===== src/rtl/us_delay_timer_pkg.sv =====
// ----------------------------------------------------------------------------
// us_delay_timer_pkg
//   Shared definitions for the microsecond delay timer: the FSM state
//   encoding and the default counter width.
// ----------------------------------------------------------------------------
package us_delay_timer_pkg;

    // Default width of the duration / remaining counter (max 2^16-1 us).
    localparam int US_DLY_DEFAULT_W = 16;

    // Timer FSM. There is no separate DONE state: done is a pulse emitted on
    // the RUN->IDLE (one-shot) or RUN->RUN (reload) transition.
    typedef enum logic {
        ST_IDLE = 1'b0,
        ST_RUN  = 1'b1
    } state_t;

endpackage : us_delay_timer_pkg


===== src/rtl/us_delay_timer.sv =====
// ----------------------------------------------------------------------------
// us_delay_timer
//   Counts pulses of an external 1 us strobe down from a loaded duration and
//   emits a one-clk done pulse on expiry. Supports one-shot and periodic
//   (auto-reload) operation, abort, and optional retrigger while running.
//
//   Parameters
//     W          width of duration / remaining counter
//     RETRIGGER  1: start while running reloads; 0: start ignored while running
//
//   Ports
//     clk        system clock
//     rst_n      asynchronous active-low reset
//     tick_1us   one-clk strobe, once per microsecond (shared strobe source)
//     start      one-clk request; samples dur_us and periodic when accepted
//     dur_us     duration in microseconds
//     periodic   1 = auto-reload on expiry
//     abort      stop the timer without generating done
//     busy       high while in RUN (directly reflects the FSM state)
//     done       registered one-clk pulse on each expiry
//     remaining  current count value (registered)
//
//   Request semantics: start and abort are single-cycle strobes with no
//   ready/acknowledge. A start is accepted in IDLE always and in RUN only
//   when RETRIGGER=1; a dropped start leaves every register untouched.
//   Priority per cycle: abort > accepted start > tick-driven count/expiry.
// ----------------------------------------------------------------------------
module us_delay_timer
    import us_delay_timer_pkg::*;
#(
    parameter int W         = US_DLY_DEFAULT_W,
    parameter bit RETRIGGER = 1'b0
) (
    input  logic         clk,
    input  logic         rst_n,
    input  logic         tick_1us,
    input  logic         start,
    input  logic [W-1:0] dur_us,
    input  logic         periodic,
    input  logic         abort,
    output logic         busy,
    output logic         done,
    output logic [W-1:0] remaining
);

    state_t         state_q,     state_d;
    logic [W-1:0]   remaining_q, remaining_d;
    logic [W-1:0]   reload_q,    reload_d;
    logic           per_q,       per_d;
    logic           done_q,      done_d;
    logic           start_acc;

    always_ff @(posedge clk or negedge rst_n) begin
        if (!rst_n) begin
            state_q     <= ST_IDLE;
            remaining_q <= '0;
            reload_q    <= '0;
            per_q       <= 1'b0;
            done_q      <= 1'b0;
        end else begin
            state_q     <= state_d;
            remaining_q <= remaining_d;
            reload_q    <= reload_d;
            per_q       <= per_d;
            done_q      <= done_d;
        end
    end

    always_comb begin
        state_d     = state_q;
        remaining_d = remaining_q;
        reload_d    = reload_q;
        per_d       = per_q;
        done_d      = 1'b0;
        start_acc   = start && ((state_q == ST_IDLE) || RETRIGGER);

        if (abort) begin
            // In IDLE the counter is already zero, so this is a no-op there,
            // but it still swallows a simultaneous start.
            state_d     = ST_IDLE;
            remaining_d = '0;
        end else if (start_acc) begin
            reload_d = dur_us;
            per_d    = periodic;
            if (dur_us == '0) begin
                // Zero duration expires immediately; periodic is ignored.
                state_d     = ST_IDLE;
                remaining_d = '0;
                done_d      = 1'b1;
            end else begin
                // A tick in this cycle is deliberately not counted.
                state_d     = ST_RUN;
                remaining_d = dur_us;
            end
        end else if ((state_q == ST_RUN) && tick_1us) begin
            if (remaining_q == W'(1)) begin
                done_d = 1'b1;
                if (per_q) begin
                    remaining_d = reload_q;
                end else begin
                    state_d     = ST_IDLE;
                    remaining_d = '0;
                end
            end else if (remaining_q != '0) begin
                // Guarded so the counter can never wrap below zero.
                remaining_d = remaining_q - W'(1);
            end
        end
    end

    assign busy      = (state_q == ST_RUN);
    assign done      = done_q;
    assign remaining = remaining_q;

endmodule : us_delay_timer


===== config.mk =====
export PLATFORM = sky130hd
export DESIGN_NAME = us_delay_timer
export DESIGN_NICKNAME = d
export VERILOG_FILES = /design/src/rtl/us_delay_timer_pkg.sv /design/src/rtl/us_delay_timer.sv
export SDC_FILE = /design/constraint.sdc
export NUM_CORES = 1
export LEC_CHECK = 0
export ABC_AREA = 1
export ABC_CLOCK_PERIOD_IN_PS = 1500
export BUFFER_PORTS_ARGS = -buffer_cell sky130_fd_sc_hd__buf_2
export CAP_MARGIN = 20
export CELL_PAD_IN_SITES_DETAIL_PLACEMENT = 0
export CELL_PAD_IN_SITES_GLOBAL_PLACEMENT = 1
export CORE_MARGIN = 2
export CORE_UTILIZATION = 36
export CTS_CLUSTER_SIZE = 30
export DETAILED_ROUTE_END_ITERATION = 10
export GPL_ROUTABILITY_DRIVEN = 0
export PLACE_DENSITY_LB_ADDON = 0.05
export SYNTH_ARGS = -nofsm -noshare
export SYNTH_HDL_FRONTEND = slang
export SYNTH_SLANG_ARGS = --single-unit

===== constraint.sdc =====
create_clock -name clk -period 1.5 [get_ports clk]
set_input_delay 0.15 -clock clk [delete_from_list [all_inputs] [get_ports clk]]
set_output_delay 0.15 -clock clk [all_outputs]
set_load 0.05 [all_outputs]

==> run summary <==
The clock-pin slew on the worst setup and hold paths works out to 0.08 ns. In this run, distinct cell masters in the synthesized netlist total 27. VDD sags by at most 0.569 mV. For the leakage dissipation, the log shows 1.91 nW. By area, the combinational part of the netlist is dominated by simple AND/OR/NAND/NOR gates.

The share of power burned in the clock network came out at 17.3%. Summed over all failing endpoints, the final setup total negative slack is -1.62 ns. For the relative slew slack, the log shows 60.8%.

The part of the cycle the worst path needs was 107%; the standard cell core area was 0.00642 mm^2. Data on the critical path is required at its endpoint by 1.68 ns. Setup repair after global routing could not meet its margin everywhere. For this run, the total global-route usage over all layers was measured as 22.0%.

The analysis attributes to net switching a power of 0.00242 W. After detailed routing, the average wire length per cell comes to 14.0 um. The simple logic cell fraction of the synthesized area works out to 47.4%. The portion of synthesized area spent on multiplexers is 0%. The average cell area after synthesis is 6.42 um^2, and the pin slew with the least headroom to its limit is 0.588 ns. The run gives 0 as the total number of yosys warnings. The via count of the first global-routing pass is 2472. The critical path goes through nor2_4 -> buf_4 -> buf_4 -> nand2_1 -> nor2_4 -> nand3_2 -> nand2_4 -> nand2_8 -> nor2_2 -> a21oi_2. After technology mapping, the gate count stands at 375.

The largest single stage delay on the critical path is 0.43 ns. The pin count of the biggest net entering global routing was 29; the time the final worst path needs with I/O delays and setup was 1.61 ns. The number of nets handed over by synthesis was 400.

The run gives 0 as the remaining global-route overflow. Port buffer count: 39. CTS placed an instance of clkbuf_8 at the clock tree root. For the number of pins with negative max-slew slack in the final report, the log shows 0.

The run gives 0.00287 W as the internal power summed over all cells. The detail route stage leaves a number of antenna-violating nets equal to 0. The number of endpoints with negative hold slack in the final report was 0; the clock skew after layout was 0.00422 ns. The part of the total power dissipated in sequential elements is 25.5%. The slowest stage of the critical path belongs to the cell dfrtp_2. Layout overhead on the synthesized area: 46.0%. At the later pin of the worst-skew pair, clock insertion delay measures 0.29 ns. The tools report the netlist area before placement as 0.00241 mm^2. No sink is reached through more buffers than the 2 on the longest clock path. The synthesized design devotes to its leading area cell type 36.4% of total area. The final reports fail on setup timing. The die covers 0.00736 mm^2. The initial antenna violation count was 0; the critical path data arrival time was 1.79 ns. By area the synthesized netlist is led by dfrtp_1 (36%), nand2_1 (25%), nand3_1 (7.7%), nor2_1 (6.9%), inv_1 (5.6%). The XOR/XNOR share of the synthesized area was 1.09%. The critical path in this run is classified as reg -> reg.

Hold timing on the final database bottoms out at a slack of 0.0554 ns. The total number of H-tree levels came out at 2. The flow ran to the end, but the final reports show violations. The tools report the endpoint type of the worst setup path as a register.

Sequential-to-total area share from yosys stat: 36.4%. The number of vias in the routed layout came out at 2644. The tools report the category of the worst setup path launch point as a register. Dividing the detail-routed via count by the number of cells gives 4.84. The biggest area contributor in the post-synthesis netlist is dfrtp_1.

The wire length after detailed routing is 7660 um, and the initial core utilization is 37.5%. The setup slack of the critical path after layout is -0.111 ns, and the complex-gate fraction of the synthesized area is 4.73%. After detailed routing, the number of remaining DRC violations is 0. Of all nets on the critical path, the largest fanout is 8.

The number of antenna diodes in the final layout is 0. The highest clock rate is 621 MHz, and the x dimension of the die is 85.8 um. The synthesized flop and latch total is 35, and the number of primary I/O pins is 40.

The chip height is 85.8 um, and the number of filler instances in the final layout is 664. The first global-routing pass estimated 12600 um of wire. The kind of path behind the tightest hold check was in -> reg. Setup violations remaining at the end of the flow were counted as 18. TritonCTS created 5 clock buffers.

The total number of placement rows is 29. The final HPWL from detailed placement is 5720 um, and the number of nets in the layout is 493. The clock sink count was 35.

TritonCTS built the clock tree. The max-capacitance violation count came out at 0. Per report_power, the combinational group accounts for 57.2% of the total. Cells with a size suffix above 1 make up 39.7% of the layout. Of the total synthesized cell area, the portion taken by full adders, half adders and majority gates is 1.56%. For this run, the detailed router's first-pass iteration total came to 6.

The areal power density over the cells was 1500 mW/mm^2; the initial DRC count was 77. The switching share of power is 45.8%.
==> power by group through the flow <==
stage / sequential [W] / clock [W] / combinational, W
after floorplan: 0.00173 / 0 / 0.00123
after global placement: 0.00136 / 0 / 0.00262
after detailed placement: 0.00135 / 0 / 0.00261
after CTS: 0.00134 / 0.000927 / 0.00282
after global routing: 0.00138 / 0.000963 / 0.00331
final: 0.00135 / 0.000915 / 0.00303
==> state kept, by name, indices dropped and copies added, names as in the netlist <==
signal / count
per_q: 1
remaining: 16
done: 1
busy: 1
reload_q: 16
==> path summary, 6_finish.rpt <==
kind                                     startpoint                   endpoint  slack, ns  cells after the start
setup / recovery           remaining[2]$_DFFE_PN0P_  remaining[15]$_DFFE_PN0P_      -0.11                     10
min in group asynchronous                     rst_n   remaining[4]$_DFFE_PN0P_       0.37                      2
hold / removal                             periodic          per_q$_DFFE_PN0P_       0.06                      3
hold reg to reg            reload_q[10]$_DFFE_PN0P_   reload_q[10]$_DFFE_PN0P_       0.49                      2
max in group asynchronous                     rst_n   remaining[1]$_DFFE_PN0P_       0.54                      3
setup reg to reg           remaining[2]$_DFFE_PN0P_  remaining[15]$_DFFE_PN0P_      -0.11                     10
==> cells by family after synthesis <==
family	after synthesis
xor+xnor	3
buf+inv	49
compound gates	22
flops	35
simple gates	263
fa+ha+maj	3
==> per-layer routing <==
metal  part of all wire (%)  GRT usage (%)  routed length [um]  up-vias
li1                       -              -                   -     1352
met2                     42           31.0                3240       74
met3                    4.5           3.56                 341       14
met1                     51           33.9                3910     1204
met4                    2.2           7.50                 172        0
met5                      0              0                   0        -
==> cell type report <==
type | instances | area (um^2) | area share [%]
Sequential cell | 35 | 897 | 25.5
Clock inverter | 2 | 35.0 | 0.996
Clock buffer | 6 | 82.6 | 2.35
Timing Repair Buffer | 96 | 682 | 19.4
Multi-Input combinational cell | 293 | 1580 | 44.8
Tap cell | 77 | 96.3 | 2.74
Inverter | 37 | 148 | 4.20
==> cells in the final DEF (no fill, tap or decap), types with 2 or more instances in the layout <==
cell,instances
nor2_1,29
o21ai_0,9
clkbuf_8,6
nor2_4,8
nand3_4,2
a21oi_1,3
dfrtp_1,18
inv_4,2
buf_4,48
nand2_1,153
nand3_1,23
nor2_2,13
inv_1,32
nand2_4,9
nand3_2,12
xor2_1,2
dfrtp_2,17
buf_2,39
buf_12,3
o21ai_1,5
nand2_2,8
nor4_1,2
a21oi_2,3
buf_6,5
inv_2,2
==> critical path: cells and delay by family, from the launching register on <==
family                 cells  cell delay (ns)
buffers and inverters      2             0.24
flip-flops                 1             0.43
AND/OR/NAND/NOR            7             0.81
AO/OA/AOI/OAI              1             0.04
==> timing repair <==
item	CTS	global route
endpoints found under the hold margin	18	0
cloned	2	0
pin swaps	4	17
endpoints found under the setup margin	18	18
hold buffers	1	0
resized for setup	28	35
setup buffers	4	2
==> through the flow <==
step	cell area (um^2)	worst slack [ns]	util, %	total power [W]	std cells
after CTS	3370	-0.0660	52.4	0.00509	544
after global placement	3080	-0.178	47.9	0.00398	529
after floorplan	2470	-0.0629	-	0.00296	375
final	3520	-0.111	54.8	0.00529	546
after global routing	3520	-0.193	54.8	0.00566	546
after detailed placement	3080	-0.155	47.9	0.00397	529
==> synthesized netlist by cell type <==
master	number
nand2_1	161
nor2_1	44
nand3_1	37
inv_1	36
dfrtp_1	35
o21ai_0	13
a21oi_1	6
nand2_2	5
clkbuf_1	4
nor2_4	4
buf_2	3
buf_4	3
ha_1	3
nand2_4	3
buf_6	2
nor2_2	2
nor4_1	2
o21ai_1	2
xor2_1	2
inv_2	1
nand3b_1	1
nand4_1	1
nand4_2	1
nor2_8	1
nor3_1	1
o32ai_1	1
xnor2_1	1
Power figures use the tool's default switching activity.
